File: src/rtl/axi_read_intf_if.sv
// AXI4 read-address/read-data channels plus the internal storage read port.
// The slave modport is the design side; the master modport is the bus/storage side.
interface axi_read_intf_if #(
    parameter int ARID_WIDTH   = 8,
    parameter int ARADDR_WIDTH = 11,
    parameter int RDATA_WIDTH  = 32
);
    logic [ARID_WIDTH-1:0]   ARID;
    logic [ARADDR_WIDTH-1:0] ARADDR;
    logic [7:0]              ARLEN;
    logic [2:0]              ARSIZE;
    logic [1:0]              ARBURST;
    logic [3:0]              ARREGION;
    logic                    ARVALID;
    logic                    ARREADY;
    logic [ARID_WIDTH-1:0]   RID;
    logic [RDATA_WIDTH-1:0]  RDATA;
    logic [1:0]              RRESP;
    logic                    RLAST;
    logic                    RVALID;
    logic                    RREADY;
    logic                    axi_rd_req;
    logic [ARADDR_WIDTH-1:0] axi_rd_addr;
    logic [1:0]              axi_rd_region;
    logic                    rd_data_vld;
    logic [RDATA_WIDTH-1:0]  rd_data;
    logic                    rd_err;

    modport slave (
        input  ARID, ARADDR, ARLEN, ARSIZE, ARBURST, ARREGION, ARVALID,
        output ARREADY,
        output RID, RDATA, RRESP, RLAST, RVALID,
        input  RREADY,
        output axi_rd_req, axi_rd_addr, axi_rd_region,
        input  rd_data_vld, rd_data, rd_err
    );

    modport master (
        output ARID, ARADDR, ARLEN, ARSIZE, ARBURST, ARREGION, ARVALID,
        input  ARREADY,
        input  RID, RDATA, RRESP, RLAST, RVALID,
        output RREADY,
        input  axi_rd_req, axi_rd_addr, axi_rd_region,
        output rd_data_vld, rd_data, rd_err
    );
endinterface

File: src/rtl/axi_read_intf.sv
// AXI4 read slave: one burst at a time, one internal single-beat request per beat.
// Illegal bursts (size > 4 bytes or reserved burst type) return SLVERR beats with no access.
module axi_read_intf #(
    parameter int ARID_WIDTH   = 8,
    parameter int ARADDR_WIDTH = 11,
    parameter int RDATA_WIDTH  = 32
) (
    input  logic            clk,
    input  logic            rst_n,
    axi_read_intf_if.slave  bus
);
    typedef enum logic [1:0] {
        S_IDLE,
        S_REQ,
        S_WAIT,
        S_SEND
    } state_t;

    state_t                  r_state;
    logic                    r_arready;
    logic [ARID_WIDTH-1:0]   r_id;
    logic [ARADDR_WIDTH-1:0] r_addr;
    logic [7:0]              r_cnt;
    logic [2:0]              r_size;
    logic [1:0]              r_burst;
    logic [1:0]              r_region;
    logic                    r_err;
    logic                    r_req;
    logic [RDATA_WIDTH-1:0]  r_rdata;
    logic [1:0]              r_rresp;
    logic                    r_rlast;
    logic                    r_rvalid;

    logic                    w_ar_hs;
    logic                    w_ar_bad;
    logic                    w_r_hs;
    logic [ARADDR_WIDTH-1:0] w_step;
    logic [ARADDR_WIDTH-1:0] w_next_addr;

    assign w_ar_hs  = bus.ARVALID & r_arready;
    assign w_ar_bad = (bus.ARSIZE > 3'd2) | (bus.ARBURST == 2'b11);
    assign w_r_hs   = r_rvalid & bus.RREADY;

    // WRAP advances like INCR; the adder wraps modulo the address width
    always_comb begin
        w_step = '0;
        unique case (r_size)
            3'd0:    w_step = ARADDR_WIDTH'(1);
            3'd1:    w_step = ARADDR_WIDTH'(2);
            default: w_step = ARADDR_WIDTH'(4);
        endcase
        w_next_addr = r_addr;
        if (r_burst != 2'b00)
            w_next_addr = r_addr + w_step;
    end

    always_ff @(posedge clk or negedge rst_n) begin
        if (!rst_n) begin
            r_state   <= S_IDLE;
            r_arready <= 1'b1;
            r_id      <= '0;
            r_addr    <= '0;
            r_cnt     <= '0;
            r_size    <= '0;
            r_burst   <= '0;
            r_region  <= '0;
            r_err     <= 1'b0;
            r_req     <= 1'b0;
            r_rdata   <= '0;
            r_rresp   <= 2'b00;
            r_rlast   <= 1'b0;
            r_rvalid  <= 1'b0;
        end else begin
            r_req <= 1'b0;
            unique case (r_state)
                S_IDLE: begin
                    if (w_ar_hs) begin
                        r_arready <= 1'b0;
                        r_id      <= bus.ARID;
                        r_addr    <= bus.ARADDR;
                        r_cnt     <= bus.ARLEN;
                        r_size    <= bus.ARSIZE;
                        r_burst   <= bus.ARBURST;
                        r_region  <= bus.ARREGION[1:0];
                        r_err     <= w_ar_bad;
                        if (w_ar_bad) begin
                            r_rdata  <= '0;
                            r_rresp  <= 2'b10;
                            r_rlast  <= (bus.ARLEN == 8'd0);
                            r_rvalid <= 1'b1;
                            r_state  <= S_SEND;
                        end else begin
                            r_req    <= 1'b1;
                            r_state  <= S_REQ;
                        end
                    end
                end
                S_REQ: begin
                    r_state <= S_WAIT;
                end
                S_WAIT: begin
                    if (bus.rd_data_vld) begin
                        r_rdata  <= bus.rd_data;
                        r_rresp  <= bus.rd_err ? 2'b10 : 2'b00;
                        r_rlast  <= (r_cnt == 8'd0);
                        r_rvalid <= 1'b1;
                        r_state  <= S_SEND;
                    end
                end
                S_SEND: begin
                    if (w_r_hs) begin
                        if (r_rlast) begin
                            r_rvalid  <= 1'b0;
                            r_rlast   <= 1'b0;
                            r_arready <= 1'b1;
                            r_state   <= S_IDLE;
                        end else begin
                            r_cnt  <= r_cnt - 8'd1;
                            r_addr <= w_next_addr;
                            if (r_err) begin
                                r_rlast <= (r_cnt == 8'd1);
                            end else begin
                                r_rvalid <= 1'b0;
                                r_rlast  <= 1'b0;
                                r_req    <= 1'b1;
                                r_state  <= S_REQ;
                            end
                        end
                    end
                end
                default: r_state <= S_IDLE;
            endcase
        end
    end

    assign bus.ARREADY       = r_arready;
    assign bus.RID           = r_id;
    assign bus.RDATA         = r_rdata;
    assign bus.RRESP         = r_rresp;
    assign bus.RLAST         = r_rlast;
    assign bus.RVALID        = r_rvalid;
    assign bus.axi_rd_req    = r_req;
    assign bus.axi_rd_addr   = r_addr;
    assign bus.axi_rd_region = r_region;
endmodule

File: src/flat_wrapper.sv
// flat-port wrapper written by rule: the top's interface ports become plain ports
module axi_read_intf_flat 
#(
    parameter int ARID_WIDTH   = 8,
    parameter int ARADDR_WIDTH = 11,
    parameter int RDATA_WIDTH  = 32
)
  (clk, rst_n, bus_ARID, bus_ARADDR, bus_ARLEN, bus_ARSIZE, bus_ARBURST, bus_ARREGION, bus_ARVALID, bus_ARREADY, bus_RID, bus_RDATA, bus_RRESP, bus_RLAST, bus_RVALID, bus_RREADY, bus_axi_rd_req, bus_axi_rd_addr, bus_axi_rd_region, bus_rd_data_vld, bus_rd_data, bus_rd_err);
  axi_read_intf_if #(.ARID_WIDTH(ARID_WIDTH), .ARADDR_WIDTH(ARADDR_WIDTH), .RDATA_WIDTH(RDATA_WIDTH)) bus_i ();
  input  logic clk;
  input  logic rst_n;
  input wire logic [$bits(bus_i.ARID)-1:0] bus_ARID;
  input wire logic [$bits(bus_i.ARADDR)-1:0] bus_ARADDR;
  input wire logic [$bits(bus_i.ARLEN)-1:0] bus_ARLEN;
  input wire logic [$bits(bus_i.ARSIZE)-1:0] bus_ARSIZE;
  input wire logic [$bits(bus_i.ARBURST)-1:0] bus_ARBURST;
  input wire logic [$bits(bus_i.ARREGION)-1:0] bus_ARREGION;
  input wire logic [$bits(bus_i.ARVALID)-1:0] bus_ARVALID;
  output wire logic [$bits(bus_i.ARREADY)-1:0] bus_ARREADY;
  output wire logic [$bits(bus_i.RID)-1:0] bus_RID;
  output wire logic [$bits(bus_i.RDATA)-1:0] bus_RDATA;
  output wire logic [$bits(bus_i.RRESP)-1:0] bus_RRESP;
  output wire logic [$bits(bus_i.RLAST)-1:0] bus_RLAST;
  output wire logic [$bits(bus_i.RVALID)-1:0] bus_RVALID;
  input wire logic [$bits(bus_i.RREADY)-1:0] bus_RREADY;
  output wire logic [$bits(bus_i.axi_rd_req)-1:0] bus_axi_rd_req;
  output wire logic [$bits(bus_i.axi_rd_addr)-1:0] bus_axi_rd_addr;
  output wire logic [$bits(bus_i.axi_rd_region)-1:0] bus_axi_rd_region;
  input wire logic [$bits(bus_i.rd_data_vld)-1:0] bus_rd_data_vld;
  input wire logic [$bits(bus_i.rd_data)-1:0] bus_rd_data;
  input wire logic [$bits(bus_i.rd_err)-1:0] bus_rd_err;
  assign bus_i.ARID = bus_ARID;
  assign bus_i.ARADDR = bus_ARADDR;
  assign bus_i.ARLEN = bus_ARLEN;
  assign bus_i.ARSIZE = bus_ARSIZE;
  assign bus_i.ARBURST = bus_ARBURST;
  assign bus_i.ARREGION = bus_ARREGION;
  assign bus_i.ARVALID = bus_ARVALID;
  assign bus_ARREADY = bus_i.ARREADY;
  assign bus_RID = bus_i.RID;
  assign bus_RDATA = bus_i.RDATA;
  assign bus_RRESP = bus_i.RRESP;
  assign bus_RLAST = bus_i.RLAST;
  assign bus_RVALID = bus_i.RVALID;
  assign bus_i.RREADY = bus_RREADY;
  assign bus_axi_rd_req = bus_i.axi_rd_req;
  assign bus_axi_rd_addr = bus_i.axi_rd_addr;
  assign bus_axi_rd_region = bus_i.axi_rd_region;
  assign bus_i.rd_data_vld = bus_rd_data_vld;
  assign bus_i.rd_data = bus_rd_data;
  assign bus_i.rd_err = bus_rd_err;
  axi_read_intf #(.ARID_WIDTH(ARID_WIDTH), .ARADDR_WIDTH(ARADDR_WIDTH), .RDATA_WIDTH(RDATA_WIDTH)) u_core (.clk(clk), .rst_n(rst_n), .bus(bus_i));
endmodule
File: config.mk
export PLATFORM = sky130hd
export DESIGN_NAME = axi_read_intf_flat
export DESIGN_NICKNAME = d
export VERILOG_FILES = /design/src/rtl/axi_read_intf_if.sv /design/src/rtl/axi_read_intf.sv /design/src/flat_wrapper.sv
export SDC_FILE = /design/constraint.sdc
export NUM_CORES = 1
export LEC_CHECK = 0
export CAP_MARGIN = 10
export CORE_AREA = 5 5 94 96
export DETAILED_ROUTE_END_ITERATION = 7
export DIE_AREA = 0 0 99 101
export MAX_ROUTING_LAYER = met4
export PLACE_DENSITY = 0.83
export REMOVE_ABC_BUFFERS = 1
export SYNTH_ARGS = -nofsm -noshare
export SYNTH_HDL_FRONTEND = slang
export SYNTH_SLANG_ARGS = --single-unit
File: constraint.sdc
create_clock -name clk -period 6.55 [get_ports clk]
set_input_delay 0.655 -clock clk [delete_from_list [all_inputs] [get_ports clk]]
set_output_delay 0.655 -clock clk [all_outputs]
set_load 0.02 [all_outputs]
Yosys cells after proc, flatten, opt, wreduce, memory -nomap -nowiden --
Cells that the tools add are included.
Storage, ports and cells: bits of input ports 74, word-level logic and storage cells 100, register bits after elaboration 75, output and inout bits 59
Cells by class: bitwise operators 3, order comparisons 1, add/sub/neg operators 2, mux-type cells 50, reduce and logical (&&, ||, !) cells 16, equality and inequality tests 14
Operators by type and width (number):
- 2-to-1 mux 32 bit | 3
- one-hot mux 32 bit (2 select lines) | 1
- 2-to-1 mux 11 bit | 4
- 2-to-1 mux 8 bit | 3
- one-hot mux 11 bit (2 select lines) | 1
- 2-to-1 mux 1 bit | 20
- 2-to-1 mux 2 bit | 10
- zero test 8 bit | 2
- one-hot mux 8 bit (2 select lines) | 1
- AND reduction 4 bit | 4
- adder 11 x 3 -> 11 bit | 1
- inequality test 2 x 1 -> 1 bit, second input constant | 5
- AND reduction 5 bit | 2
- == test 8 x 1 -> 1 bit, second input constant | 1
- one-hot mux 2 bit (4 select lines) | 1
- subtractor 8 x 1 -> 8 bit, second input constant | 1
- == test 2 bit, second input constant | 3
- one-hot mux 1 bit (3 select lines) | 2
- one-hot mux 3 bit (2 select lines) | 1
- AND reduction 6 bit | 1
- nonzero test 2 bit | 3
- inequality test 2 bit, second input constant | 2
- one-hot mux 1 bit (2 select lines) | 2
- one-hot mux 2 bit (2 select lines) | 1
- 10 further kinds | 11

Logic depth before layout (Yosys ltp) --
Gate-level depths: netlist of the first run.
depth in word-level cells 7, mapped depth 10, gate-level depth less buffers 10

Worst setup path after synthesis of the first run --
Ideal clock, no wire load.
path kind register to register, from register u_core.r_size[1], to register u_core.r_addr[10], in the netlist u_core.bus.axi_rd_addr[10], slack 4.467 ns, path buffers 0, clock period less this slack 2.083 ns, setup time 0.086 ns, data required time 6.464 ns, arrival time 1.997 ns, stages on the path, launching flop included 11, path through dfrtp_1 > nor2_1 > inv_1 > nor2_1 > ha_1 > inv_1 > fa_1 > nand2b_1 > a2111oi_0 > o32ai_1 > nor3_1
On the way: word-level cells in the longest chain between the ends 7, elaborated cells on any way between the ends 8, those cells by class 1 x add/sub; 1 x eq/ne; 5 x mux; 1 x reduce/logical
RTL lines:
- from (decl) | RTL line axi_read_intf.sv:24 | logic [2:0] r_size;
- from (signal assigned) | RTL line axi_read_intf.sv:82 | r_size <= bus.ARSIZE;
- == test 3 x 1 -> 1 bit or zero test 3 bit (tied branches) | RTL line axi_read_intf.sv:47 | unique case (r_size)
- one-hot mux 3 bit (2 select lines) (*) | RTL line axi_read_intf.sv:47
- adder 11 x 3 -> 11 bit (*) | RTL line axi_read_intf.sv:54 | w_next_addr = r_addr + w_step;
- 2-to-1 mux 11 bit (*) | RTL line axi_read_intf.sv:53 | if (r_burst != 2'b00)
- 2-to-1 mux 11 bit (*) | RTL line axi_read_intf.sv:112 | if (r_rlast) begin
- 2-to-1 mux 11 bit (*) | RTL line axi_read_intf.sv:111 | if (w_r_hs) begin
- one-hot mux 11 bit (2 select lines) (*) | RTL line axi_read_intf.sv:75 | unique case (r_state)
- to (signal assigned) | RTL line axi_read_intf.sv:80 | r_addr <= bus.ARADDR;
- to (signal assigned) | RTL line axi_read_intf.sv:119 | r_addr <= w_next_addr;
- to (decl) | RTL line axi_read_intf.sv:22 | logic [ARADDR_WIDTH-1:0] r_addr;
Every way passes the cells marked *; elsewhere a longest branch is shown, timed or not. The select of a mux whose other input is x is not followed. A chain may end at the register's enable or synchronous reset.

Final worst setup path of the first run --
from register u_core.r_state[1], to register u_core.r_addr[8], in the netlist u_core.bus.axi_rd_addr[8]
On the way: word-level cells in the longest chain between the ends 3, elaborated cells on any way between the ends 9, those cells by class 5 x eq/ne; 1 x mux; 3 x reduce/logical
RTL lines:
- from (decl) | RTL line axi_read_intf.sv:19 | state_t r_state;
- from (signal assigned) | RTL line axi_read_intf.sv:59 | r_state <= S_IDLE;
- from (signal assigned) | RTL line axi_read_intf.sv:91 | r_state <= S_SEND;
- from (signal assigned) | RTL line axi_read_intf.sv:94 | r_state <= S_REQ;
- == test 2 bit or zero test 2 bit (tied branches) | RTL line axi_read_intf.sv:75
- inequality test 2 x 1 -> 1 bit (no line), or another cell as far along
- AND reduction 5 bit (no line)
Parallel ways exist; a longest one is shown, timed or not.

==> results of run 1 <==
## cells in the mapped netlist, types with 3 or more instances
library cell and number:
nor2_1 11, nor4_1 5, nand3_1 13, o21ai_0 9, a22oi_1 7, o21ai_1 6
nand2_1 21, dfrtp_1 73, ha_1 10, buf_6 5, o2111ai_1 3, mux2_2 15
a21boi_0 5, inv_1 18, a22o_1 33, a21oi_1 9, nand4_1 4, or4_1 4
o32ai_1 3, nor2b_1 3, buf_2 7, clkbuf_1 5, and3_1 3, nor3_1 6
a32oi_1 3
## state kept, by name, summed over array words and instances, names as in the netlist, 2 cells and up
register / flops
u_core.r_state: 2
u_core.bus.axi_rd_addr: 11
u_core.bus.RDATA: 32
u_core.r_size: 3
u_core.bus.RID: 8
u_core.r_cnt: 8
u_core.bus.axi_rd_region: 2
u_core.r_burst: 2
## power groups by stage
stage	combinational (W)	clock [W]	sequential (W)
after floorplan	0.00000328	0	0.000466
after global placement	0.0000578	0	0.000466
after detailed placement	0.0000589	0	0.000466
after CTS	0.0000593	0.000375	0.000456
after global routing	0.0000628	0.000396	0.000456
final	0.0000585	0.000368	0.000456
## layout make-up
type,instances,area (µm²)
fillers,644,2770
flip-flops and latches,74,1850
multi-input cells,217,1640
repair buffers,132,1310
well taps,105,131
clock buffers,9,124
clock inverters,7,77.6
inverters,19,71.3
## per-stage QoR
stage	hold slack [ps]	std cells
2_1_floorplan	359	310
3_3_place_gp	482	547
3_5_place_dp	480	547
4_1_cts	505	563
5_1_grt	526	563
6_report	504	563
## path summary, 6_finish.rpt
check                                          start                   endpoint  slack (ps)
worst min-delay path            u_core.bus.RDATA[22]       u_core.bus.RDATA[22]         500
max in group asynchronous                      rst_n            u_core.r_cnt[0]        5410
worst max-delay path               u_core.r_state[1]  u_core.bus.axi_rd_addr[8]        3520
worst max register to register     u_core.r_state[1]  u_core.bus.axi_rd_addr[8]        3520
worst min register to register  u_core.bus.RDATA[22]       u_core.bus.RDATA[22]         500
min in group asynchronous                      rst_n          u_core.bus.RID[4]         510
## per-layer routing
layer,up-vias,global-route usage (%)
met2,108,38.0
met4,0,7.46
met5,-,-
met1,1555,26.8
li1,1481,-
met3,23,2.91
## kinds of logic after synthesis
logic type | share of synthesized area, %
muxes | 5.18
other | 0.102
and+or+nand+nor | 12.2
DFF | 50.4
adders and majority gates | 3.95
AOI/OAI and AO/OA | 23.0
buffers and inverters | 5.14
## worst max-delay path, cell delays in order (launching register included)
cell	delay, ps
dfrtp_1	430
ha_1	730
inv_1	550
o2111ai_1	890
o22ai_1	200
a21oi_1	170
==> results.json, run 1 <==
{
  "status": "complete, no violations",
  "p_int_w": 0.000675,
  "dpl-instance-area_um2": 5000,
  "via_per_inst": 5.63,
  "synthArstFlopShare_pct": 100,
  "wl_per_cell_um": 18.5,
  "syn_to_final_growth_pct": 41.6,
  "routed.top_layer": "met4",
  "drive_gt1_share_pct": 10.3,
  "critPathRequiredTime_ps": 6830,
  "tightest_slew_ps": 937,
  "grt_pass1_wl_mm": 17.0,
  "final_nets": 538,
  "diodes": 0,
  "irDropWorstVdd_mv": 0.0802,
  "clkTransAtPathRegs_ps": 90,
  "ys_ff_latch": 74,
  "cts_sinks": 74,
  "netlist_instances": 328,
  "maxCapViolations": 0,
  "via_count": 3167,
  "critPathMaxFanout": 21,
  "clock_latency_ps": 350,
  "met3_wirelength_um": 434,
  "critPathKind": "flip-flop to flip-flop",
  "row_count": 33,
  "cts_tree": "yes",
  "powerDensity_nw_per_um2": 170,
  "grt_pass1_vias": 3287,
  "critPathArrivalTime_ps": 3310,
  "synth-edff-count": 0,
  "min_delay_path_depth": 1,
  "final_cell_area_um2": 5200,
  "yosys_warnings": 0,
  "synthTopCellsByArea": "dfrtp_1, a22o_1, mux2_2",
  "met1_length_mm": 4.31,
  "drt_wl_total_mm": 10.4,
  "die_x_um": 99,
  "power.clock.fraction_pct": 41.7,
  "yosysUniqueCellTypes": 62,
  "netSwitchingPower_w": 0.000208,
  "setup_viol": 0,
  "rsz0062_at_grt": "no",
  "cts_hold_buf": 0,
  "syn_area_per_cell_um2": 11.2,
  "critPathLaunchType": "flip-flop",
  "syn_area_um2": 3670,
  "port_buffers": 129,
  "grt_remaining_overflow": 0,
  "cts_buffer_depth": 2,
  "p_leak_nw": 2.31,
  "coreArea_um2": 7970,
  "io_pins": 133,
  "seq_area_frac_synth_pct": 50.4,
  "yosys.area.top_type": "dfrtp_1",
  "drtIter0Drc": 166,
  "reg2reg_depth": 5,
  "root_buffer": "clkbuf_8",
  "die_y_um": 101,
  "layout_commonest_cell": "clkdlybuf4s50_1",
  "antenna_left": 0,
  "finalHoldViolCount": 0,
  "fin_tns_setup_ps": 0,
  "synth_ff_type": "dfrtp_1",
  "end_kind": "flip-flop",
  "fin_crit_ps": 3030,
  "numCtsBuffers": 9,
  "hold_path_class": "flip-flop to flip-flop",
  "antenna_found_initial": 0,
  "gp_congestion": 0.850,
  "totalPowerFinal_w": 0.000883,
  "die_area_um2": 10000,
  "clock_skew_ps": 12.7,
  "track_usage_pct": 22.1,
  "final_cell_mix": "clkdlybuf4s50_1, dfrtp_1, a22o_1",
  "wl_met2_mm": 5.49,
  "place_ws_ps": 3560,
  "seqPwrFrac_pct": 51.7,
  "slew_violations": 0,
  "max_freq_ghz": 0.330,
  "cts_setup_buffers": 0,
  "synth_top_area_share_pct": 49.7,
  "fin_ws_ps": 3520,
  "drc": 0,
  "min_period_over_period_pct": 46.2,
  "grt_max_degree": 75,
  "sw_frac_of_total_pct": 23.5,
  "start_util_pct": 46.1,
  "cts_resized": 0,
  "relSlewSlack_pct": 37.5,
  "final_core_util_pct": 65.3,
  "drt_first_pass_iters": 4,
  "dp_hpwl_mm": 7.50,
  "htreeDepth": 3,
  "combPwrFrac_pct": 6.6
}
(Power assumes the default switching activity.)
==> run 2, diff against run 1 <==
--- a/config.mk
+++ b/config.mk
@@ -6,11 +6,11 @@
 export NUM_CORES = 1
 export LEC_CHECK = 0
 export CAP_MARGIN = 10
-export CORE_AREA = 5 5 94 96
+export CORE_AREA = 5 5 97 99
 export DETAILED_ROUTE_END_ITERATION = 7
-export DIE_AREA = 0 0 99 101
+export DIE_AREA = 0 0 102 104
 export MAX_ROUTING_LAYER = met4
-export PLACE_DENSITY = 0.83
+export PLACE_DENSITY = 0.79
 export REMOVE_ABC_BUFFERS = 1
 export SYNTH_ARGS = -nofsm -noshare
 export SYNTH_HDL_FRONTEND = slang
==> constraint.sdc (replaced) <==
create_clock -name clk -period 3.05 [get_ports clk]
set_input_delay 0.305 -clock clk [delete_from_list [all_inputs] [get_ports clk]]
set_output_delay 0.305 -clock clk [all_outputs]
set_load 0.02 [all_outputs]
==> results.json, run 2 (synthesized netlist as in run 1, its figures left out) <==
{
  "gp_congestion": 0.907,
  "wl_met2_mm": 5.04,
  "coreArea_um2": 8470,
  "instances_no_fill": 567,
  "via_per_inst": 5.59,
  "end_kind": "flip-flop",
  "setup_viol": 0,
  "clock_latency_ps": 350,
  "final_cell_mix": "clkdlybuf4s50_1, dfrtp_1, a22o_1",
  "antenna_found_initial": 0,
  "nFillCells": 712,
  "drtIter0Drc": 206,
  "critPathKind": "flip-flop to flip-flop",
  "irDropWorstVdd_mv": 0.201,
  "whs_ps": 81.1,
  "track_usage_pct": 19.7,
  "worst_r2r_endpoint": "u_core.bus.axi_rd_addr[3]",
  "syn_to_final_growth_pct": 42.4,
  "wl_per_cell_um": 17.6,
  "row_count": 34,
  "critPathRequiredTime_ps": 3330,
  "reg2reg_depth": 6,
  "dp.cells": 551,
  "met1_length_mm": 4.30,
  "fin_tns_setup_ps": 0,
  "drive_gt1_share_pct": 10.5,
  "cts_hold_buf": 0,
  "fin_crit_ps": 2400,
  "maxCapViolations": 0,
  "finalHoldViolCount": 0,
  "critPathArrivalTime_ps": 2690,
  "clkTransAtPathRegs_ps": 80,
  "drt_wl_total_mm": 9.98,
  "rsz0062_at_grt": "no",
  "max_freq_ghz": 0.416,
  "largest_reg_flops": 32,
  "seq_area_um2": 1850,
  "p_leak_nw": 2.32,
  "fin_ws_ps": 646,
  "r2r-start": "u_core.r_state[1]",
  "drc": 0,
  "die_area_um2": 10600,
  "multi_input_area_um2": 1640,
  "grt_remaining_overflow": 0,
  "io_pins": 133,
  "place_ws_ps": 698,
  "critPathMaxFanout": 12,
  "clock_skew_ps": 6.14,
  "tightest_slew_ps": 960,
  "start_util_pct": 43.4,
  "cts_sinks": 74,
  "numCtsBuffers": 9,
  "final_nets": 539,
  "port_buffers": 129,
  "grt_pass1_wl_mm": 16.4,
  "antenna_left": 0,
  "die_y_um": 104,
  "routed.top_layer": "met4",
  "layout_commonest_cell": "clkdlybuf4s50_1",
  "hold_path_class": "input port to async pin",
  "root_buffer": "clkbuf_8",
  "powerDensity_nw_per_um2": 371,
  "via_count": 3168,
  "status": "complete, no violations",
  "die_x_um": 102,
  "grt_max_degree": 75,
  "relSlewSlack_pct": 35.9,
  "slew_violations": 0,
  "cts_resized": 0,
  "dp_hpwl_mm": 7.19,
  "startpoint": "u_core.r_state[1]",
  "drt_first_pass_iters": 4,
  "critPathLaunchType": "flip-flop",
  "cts_tree": "yes",
  "grt_pass1_vias": 3271,
  "diodes": 0,
  "cts_buffer_depth": 2,
  "min_period_over_period_pct": 78.8,
  "ff2ff_setup_slack_ps": 650,
  "htreeDepth": 3,
  "cts_setup_buffers": 0,
  "crit_end": "u_core.bus.axi_rd_addr[3]",
  "met3_wirelength_um": 530
}
==> run 2: cell count changes in the layout (fill, tap and decap cells not counted), sizes merged <==
cell      change
buf           +1
bufinv        +1
clkinv        -1
clkinvlp      +2
inv           -2
==> run 2: per-layer routing <==
layer | vias up | GRT usage (%)
met5 | - | -
met4 | 0 | 6.56
met3 | 10 | 3.82
met2 | 94 | 30.7
met1 | 1585 | 25.8
li1 | 1479 | -
==> run 2: power by group <==
part / switching [W] / internal, W
logic: 0.0000419 / 0.0000823
registers: 0 / 0.000980
clock network: 0.000379 / 0.000459
==> run 2: how the worst min path moves through the flow <==
| stage | startpoint | end | slack (ps) |
|---|---|---|---|
| 3_5_place_dp | u_core.bus.RDATA[4] | u_core.bus.RDATA[4] | 480 |
| 4_1_cts | rst_n | u_core.bus.RDATA[9] | 130 |
| 5_1_grt | rst_n | u_core.bus.RDATA[9] | 170 |
| 2_1_floorplan | rst_n | u_core.bus.RDATA[0] | 9 |
| 6_report | rst_n | u_core.bus.RDATA[9] | 80 |
| 3_3_place_gp | u_core.bus.RDATA[11] | u_core.bus.RDATA[11] | 480 |
==> run 2: metrics by stage <==
step / utilization [%] / instance area [µm²] / total power, W
floorplan: - / 3560 / 0.00101
global placement: 59.2 / 5010 / 0.00112
finish: 61.8 / 5230 / 0.00194
global route: 61.8 / 5230 / 0.00201
detailed placement: 59.2 / 5010 / 0.00113
CTS: 61.8 / 5230 / 0.00196
==> run 2: area by class of cell <==
cell class	instances	area share (%)
flip-flops and latches	74	35.4
multi-input cells	217	31.3
repair buffers	133	25.2
well taps	108	2.58
clock buffers	9	2.37
clock inverters	7	1.79
inverters	19	1.36
==> run 2: worst max-delay path, stage by stage, from the launching register on <==
cell and delay (ps):
dfrtp_1 420, inv_1 90, ha_1 330, a21bo_2 300
o2111ai_1 470, or4_1 640, nand3_1 90
